## src/rtl/neuron_accum_pkg.sv

```systemverilog
// Shared fixed-point definitions for the neuron datapath: zero2one_t (unsigned Q1.15,
// 0.0..1.0), frac_t (signed Q4.12), the product helper and the accumulator FSM state.
package neuron_accum_pkg;

    localparam int FRAC_W = 16;
    localparam int Z2O_W  = 16;
    localparam int Z2O_FB = 15;

    typedef logic signed [FRAC_W-1:0] frac_t;
    typedef logic        [Z2O_W-1:0]  zero2one_t;

    localparam frac_t     FRAC_MAX     = 16'sh7FFF;
    localparam frac_t     FRAC_MIN     = 16'sh8000;
    localparam frac_t     FRAC_ONE     = 16'sh1000;
    localparam zero2one_t ZERO2ONE_MAX = 16'h8000;
    localparam zero2one_t ZERO2ONE_MIN = 16'h0000;

    typedef enum logic {
        ST_ACCUM = 1'b0,
        ST_HOLD  = 1'b1
    } state_t;

    // x is clamped to 1.0 before the multiply, so |result| <= |w| and always fits frac_t.
    // The product is rounded toward minus infinity (arithmetic shift).
    function automatic frac_t zero2one_mul_frac(input zero2one_t x, input frac_t w);
        zero2one_t                     xc;
        logic signed [Z2O_W+FRAC_W:0]  prod;
        xc   = (x > ZERO2ONE_MAX) ? ZERO2ONE_MAX : x;
        prod = $signed({1'b0, xc}) * w;
        return frac_t'(prod >>> Z2O_FB);
    endfunction

endpackage

```

## src/rtl/neuron_accum_if.sv

```systemverilog
// Pair-input / sum-output handshake bundle of the neuron accumulator.
// master = upstream + activation stage side, slave = accumulator.
interface neuron_accum_if;
    import neuron_accum_pkg::*;

    logic      in_valid;
    logic      in_ready;
    zero2one_t in_x;
    frac_t     in_w;
    logic      out_valid;
    logic      out_ready;
    frac_t     out_sum;
    logic      out_sat;

    modport master (
        output in_valid, in_x, in_w, out_ready,
        input  in_ready, out_valid, out_sum, out_sat
    );

    modport slave (
        input  in_valid, in_x, in_w, out_ready,
        output in_ready, out_valid, out_sum, out_sat
    );

endinterface

```

## src/rtl/neuron_accum.sv

```systemverilog
// Neuron weighted-sum accumulator: sums N products x*w, then holds the sum until consumed.
// Build option NEURON_ACCUM_SATURATE_EN: clamp each step and flag out_sat; otherwise wrap.
module neuron_accum
    import neuron_accum_pkg::*;
#(
    parameter int N = 16
) (
    input  logic          clk,
    input  logic          rst,
    neuron_accum_if.slave bus
);

    localparam int              CNT_W    = (N > 1) ? $clog2(N) : 1;
    localparam logic [CNT_W-1:0] CNT_LAST = CNT_W'(N - 1);

    state_t           state_q;
    logic [CNT_W-1:0] cnt_q;
    frac_t            acc_q;
    logic             sat_q;
    frac_t            out_sum_q;
    logic             out_sat_q;
    logic             in_ready_q;
    logic             out_valid_q;

    frac_t prod;
    frac_t acc_d;
    logic  step_ovf;
    logic  sat_d;

`ifdef NEURON_ACCUM_SATURATE_EN
    logic [FRAC_W:0] step_wide;
`endif

    // NOTE: every always_comb output gets a default first so no path can infer a latch.
    always_comb begin
        prod     = zero2one_mul_frac(bus.in_x, bus.in_w);
        acc_d    = acc_q;
        step_ovf = 1'b0;
`ifdef NEURON_ACCUM_SATURATE_EN
        step_wide = {acc_q[FRAC_W-1], acc_q} + {prod[FRAC_W-1], prod};
        if (step_wide[FRAC_W] != step_wide[FRAC_W-1]) begin
            step_ovf = 1'b1;
            acc_d    = step_wide[FRAC_W] ? FRAC_MIN : FRAC_MAX;
        end else begin
            acc_d = step_wide[FRAC_W-1:0];
        end
`else
        acc_d = acc_q + prod;
`endif
        sat_d = sat_q | step_ovf;
    end

    // NOTE: state is updated only with non-blocking assignments so every register samples pre-edge values.
    always_ff @(posedge clk) begin
        if (rst) begin
            state_q     <= ST_ACCUM;
            cnt_q       <= '0;
            acc_q       <= '0;
            sat_q       <= 1'b0;
            out_sum_q   <= '0;
            out_sat_q   <= 1'b0;
            in_ready_q  <= 1'b1;
            out_valid_q <= 1'b0;
        end else begin
            case (state_q)
                ST_ACCUM: begin
                    if (bus.in_valid && in_ready_q) begin
                        if (cnt_q == CNT_LAST) begin
                            // Final beat: publish the sum and rearm the accumulator for the next pass.
                            cnt_q       <= '0;
                            acc_q       <= '0;
                            sat_q       <= 1'b0;
                            out_sum_q   <= acc_d;
                            out_sat_q   <= sat_d;
                            state_q     <= ST_HOLD;
                            in_ready_q  <= 1'b0;
                            out_valid_q <= 1'b1;
                        end else begin
                            cnt_q <= cnt_q + CNT_W'(1);
                            acc_q <= acc_d;
                            sat_q <= sat_d;
                        end
                    end
                end
                ST_HOLD: begin
                    if (bus.out_ready) begin
                        out_sum_q   <= '0;
                        out_sat_q   <= 1'b0;
                        state_q     <= ST_ACCUM;
                        in_ready_q  <= 1'b1;
                        out_valid_q <= 1'b0;
                    end
                end
                default: state_q <= ST_ACCUM;
            endcase
        end
    end

    assign bus.in_ready  = in_ready_q;
    assign bus.out_valid = out_valid_q;
    assign bus.out_sum   = out_sum_q;
    assign bus.out_sat   = out_sat_q;

endmodule

```

## src/flat_wrapper.sv

```systemverilog
// flat-port wrapper written by rule: the top's interface ports become plain ports
module neuron_accum_flat import neuron_accum_pkg::*;
#(
    parameter int N = 16
)
  (clk, rst, bus_in_valid, bus_in_x, bus_in_w, bus_out_ready, bus_in_ready, bus_out_valid, bus_out_sum, bus_out_sat);
  neuron_accum_if bus_i ();
  input  logic clk;
  input  logic rst;
  input wire logic [$bits(bus_i.in_valid)-1:0] bus_in_valid;
  input wire logic [$bits(bus_i.in_x)-1:0] bus_in_x;
  input wire logic [$bits(bus_i.in_w)-1:0] bus_in_w;
  input wire logic [$bits(bus_i.out_ready)-1:0] bus_out_ready;
  output wire logic [$bits(bus_i.in_ready)-1:0] bus_in_ready;
  output wire logic [$bits(bus_i.out_valid)-1:0] bus_out_valid;
  output wire logic [$bits(bus_i.out_sum)-1:0] bus_out_sum;
  output wire logic [$bits(bus_i.out_sat)-1:0] bus_out_sat;
  assign bus_i.in_valid = bus_in_valid;
  assign bus_i.in_x = bus_in_x;
  assign bus_i.in_w = bus_in_w;
  assign bus_i.out_ready = bus_out_ready;
  assign bus_in_ready = bus_i.in_ready;
  assign bus_out_valid = bus_i.out_valid;
  assign bus_out_sum = bus_i.out_sum;
  assign bus_out_sat = bus_i.out_sat;
  neuron_accum #(.N(N)) u_core (.clk(clk), .rst(rst), .bus(bus_i));
endmodule
```

## config.mk

```make
export PLATFORM = sky130hd
export DESIGN_NAME = neuron_accum_flat
export DESIGN_NICKNAME = d
export VERILOG_FILES = /design/src/rtl/neuron_accum_pkg.sv /design/src/rtl/neuron_accum_if.sv /design/src/rtl/neuron_accum.sv /design/src/flat_wrapper.sv
export SDC_FILE = /design/constraint.sdc
export NUM_CORES = 1
export LEC_CHECK = 0
export ABC_AREA = 1
export CORE_UTILIZATION = 50
export CTS_CLUSTER_SIZE = 30
export DETAILED_ROUTE_END_ITERATION = 10
export GPL_ROUTABILITY_DRIVEN = 0
export PLACE_DENSITY = 0.64
export SYNTH_ARGS = -nofsm -noshare
export SYNTH_HDL_FRONTEND = slang
export SYNTH_SLANG_ARGS = --single-unit
```

## constraint.sdc

```tcl
create_clock -name clk -period 9.5 [get_ports clk]
set_clock_uncertainty 0.1 [all_clocks]
set_input_delay 1.425 -clock clk [delete_from_list [all_inputs] [get_ports clk]]
set_output_delay 1.425 -clock clk [all_outputs]
set_load 0.05 [all_outputs]
```

==> flow_metrics.py <==
metrics = {
    "status": {
        "status": "finished, final reports clean",
    },
    "timing": {
        "fmax_mhz": 111,
        "layout_min_cycle_time_ns": 9.00,
        "final-hold-violation-count": 0,
        "worst_slack_ns": 0.502,
        "tightest_slew_ns": 1.04,
        "drv_slew": 0,
        "min_period_over_period": 0.947,
        "hold_ws_ns": 0.357,
        "setup_violations": 0,
        "relSlewSlack": 0.302,
    },
    "synth": {
        "synthTopCellsByCount": "inv_1 (327), nand2_1 (291), fa_1 (194)",
        "syn_avg_cell_area_um2": 7.70,
        "synth_top_area_cell": "fa_1",
        "syn-num-nets": 1739,
        "synth_cell_types": 46,
        "ys_warn_count": 0,
        "syn_area_um2": 10600,
        "synthCells": 1383,
        "yosysMostFrequentCell": "inv_1",
        "synth_top_cell_area_share": 0.365,
        "ys_seq_elements": 39,
        "synthFlopType": "dfxtp_1",
        "synth_edf_count": 0,
        "ys_seq_area_frac": 0.0734,
        "async_reset_ff_frac": 0,
        "synthTopCellsByArea": "fa_1 (36%), ha_1 (15%), inv_1 (12%)",
    },
    "hold_path": {
        "hold_end": "u_core.bus.out_valid$_SDFFE_PP0P_",
        "hold_start": "u_core.bus.out_valid$_SDFFE_PP0P_",
        "hold_class": "flop to flop",
        "min_path_cells": 2,
    },
    "cts": {
        "insertion_delay_ns": 0.29,
        "htreeDepth": 2,
        "clkTransAtPathRegs_ns": 0.06,
        "numCtsBuffers": 5,
        "cts_tree": "yes",
        "cts_setup_buffers": 0,
        "cts_buffer_depth": 2,
        "cts_sinks": 39,
        "clockRootBuffer": "clkbuf_16",
    },
    "run": {
        "maxCapViolCount": 0,
    },
    "final_layout": {
        "multiInputGateArea_um2": 8510,
        "layout-drive-gt1-share": 0.0691,
        "syn_to_final_growth_pct": 13.4,
        "n_antenna_cell": 0,
        "fin_cells": 1751,
        "fillers": 2015,
        "layout.nets": 1831,
        "ff_latch_area_um2": 781,
    },
    "setup_path": {
        "rr_endpoint": "u_core.bus.out_sum[11]$_SDFFE_PP0P_",
        "cp-startpoint": "bus_in_x[4]",
        "reg2reg_slack_ns": 6.70,
        "worstPathMaxFanout": 12,
        "cp.required_ns": 9.62,
        "crit_type": "input port to flop",
        "worstPathArrival_ns": 9.11,
        "slowest_stage": "fa_1",
        "worst_setup_path_start_kind": "input port",
        "reg2reg_from": "u_core.bus.in_ready$_SDFFE_PP1P_",
        "crit_path_frequent_cell": "nand2_1",
        "endpoint_kind": "flop",
        "slowest_delay_ns": 0.57,
        "rr_worst_depth": 8,
    },
    "grt": {
        "grt_pass1_wl_um": 47800,
        "grt_pass1_vias": 9478,
        "antenna_found_initial": 0,
        "grt_max_degree": 31,
        "grt_use_total": 0.281,
        "gr-total-overflow": 0,
    },
    "die": {
        "die_x_um": 148,
        "core_area_um2": 21000,
        "ios": 55,
        "fp.dieArea_um2": 21900,
        "num_rows": 53,
        "start_util": 0.508,
        "die_h_um": 148,
    },
    "drt": {
        "drt_first_iter_violations": 536,
        "drt-total-wl_um": 28400,
        "drc": 0,
        "dr.pass1.iters": 5,
        "via_per_inst": 5.09,
        "wl_per_cell_um": 16.2,
        "vias": 8915,
        "antenna_left": 0,
    },
    "pwr": {
        "vdd_drop_max_mv": 0.387,
        "finalPower_uw": 4020,
        "p_per_area_nw_per_um2": 333,
        "leakage_uw": 0.00660,
    },
    "placed_design": {
        "port_buffers": 53,
        "place_inst": 1743,
        "hpwl_um": 24900,
        "dp_worst_setup_slack_ns": -0.166,
    },
}
-- critical path, delay by kind of cell --
kind | cells | cell delay, ns
AND/OR/NAND/NOR | 20 | 2.13
adder cells (fa/ha/maj) | 9 | 4.09
buffers and inverters | 6 | 0.81
AO/OA/AOI/OAI | 3 | 0.48
XOR/XNOR | 1 | 0.18
-- per-layer routing --
metal | track usage | vias to the layer above | part of all wire
li1 | - | 4300 | -
met2 | 0.488 | 244 | 0.48
met1 | 0.371 | 4326 | 0.44
met3 | 0.0256 | 45 | 0.052
met5 | 0 | - | 0
met4 | 0.0845 | 0 | 0.027
-- timing repair --
action / 4_1_cts / 5_1_grt
hold buffers: 0 / 0
endpoints found under the setup margin: 0 / 18
hold endpoints to repair: 0 / 0
gates resized for setup: 0 / 13
-- kinds of logic (layout without fill, tap and decap cells) --
kind of cell | after synthesis | count (layout) | share of synthesized area
other | 1 | 1 | 0.000352
buffers and inverters | 367 | 460 | 0.131
AO/OA/AOI/OAI | 124 | 124 | 0.0671
flip-flops | 39 | 39 | 0.0734
AND/OR/NAND/NOR | 500 | 500 | 0.189
adder cells (fa/ha/maj) | 320 | 320 | 0.513
XOR/XNOR | 32 | 32 | 0.0263
-- cell type report --
type / count / area share
Sequential cell: 39 / 0.0647
Inverter: 337 / 0.105
Multi-Input combinational cell: 977 / 0.705
Timing Repair Buffer: 115 / 0.0828
Clock inverter: 3 / 0.00363
Clock buffer: 5 / 0.0104
Tap cell: 275 / 0.0285
-- flip-flops by register name, summed over array words and instances (netlist names) --
| register | count |
|---|---|
| u_core.bus.out_valid | 1 |
| u_core.bus.in_ready | 1 |
| u_core.bus.out_sum | 16 |
| u_core.cnt_q | 4 |
| u_core.acc_q | 16 |
| u_core.state_q | 1 |
-- metrics by stage --
stage,area [µm²],util,TNS [ns]
global route,12100,0.576,-0.00877
floorplan,10600,-,0
global placement,11900,0.566,-1.28
detailed placement,11900,0.566,-0.645
CTS,12000,0.574,0
finish,12100,0.576,0
-- cells in the final DEF, fill, tap and decap left out, types with 2 or more instances in the layout --
| master | instances |
|---|---|
| nor2_4 | 2 |
| xnor2_1 | 10 |
| o21ai_1 | 2 |
| o31ai_1 | 2 |
| o21bai_1 | 2 |
| o21ai_0 | 17 |
| nand3_1 | 20 |
| inv_2 | 2 |
| ha_1 | 126 |
| clkdlybuf4s50_1 | 52 |
| a21oi_2 | 3 |
| o211ai_1 | 3 |
| a211oi_1 | 2 |
| o21a_1 | 6 |
| clkbuf_16 | 5 |
| xor2_1 | 21 |
| nand2_1 | 289 |
| clkinv_1 | 8 |
| a31oi_1 | 2 |
| a21oi_1 | 70 |
| or2_2 | 3 |
| nand4_1 | 4 |
| nor3_1 | 10 |
| dfxtp_1 | 39 |
| nand2_2 | 7 |
| o21ai_2 | 3 |
| fa_1 | 194 |
| a21o_1 | 5 |
| nor2_1 | 155 |
| buf_4 | 62 |
| inv_1 | 326 |
| nand3_2 | 5 |
-- report_power, final --
group	total, µW	leakage [µW]	switching [µW]	internal [µW]
registers	207	0.000318	14.1	193
clock network	193	0.0000838	69.4	124
logic	3620	0.00620	2150	1470
-- worst max-delay path by stage --
stage                                          end  slack (ns)  depth (start not counted)
2_1_floorplan  u_core.bus.out_sum[12]$_SDFFE_PP0P_        0.92                         45
3_3_place_gp   u_core.bus.out_sum[12]$_SDFFE_PP0P_       -0.20                         40
3_5_place_dp   u_core.bus.out_sum[12]$_SDFFE_PP0P_       -0.17                         40
4_1_cts        u_core.bus.out_sum[12]$_SDFFE_PP0P_        0.07                         40
5_1_grt        u_core.bus.out_sum[13]$_SDFFE_PP0P_      -0.009                         38
6_report       u_core.bus.out_sum[12]$_SDFFE_PP0P_        0.50                         39
No activity file was read; power rests on OpenSTA's default activity.
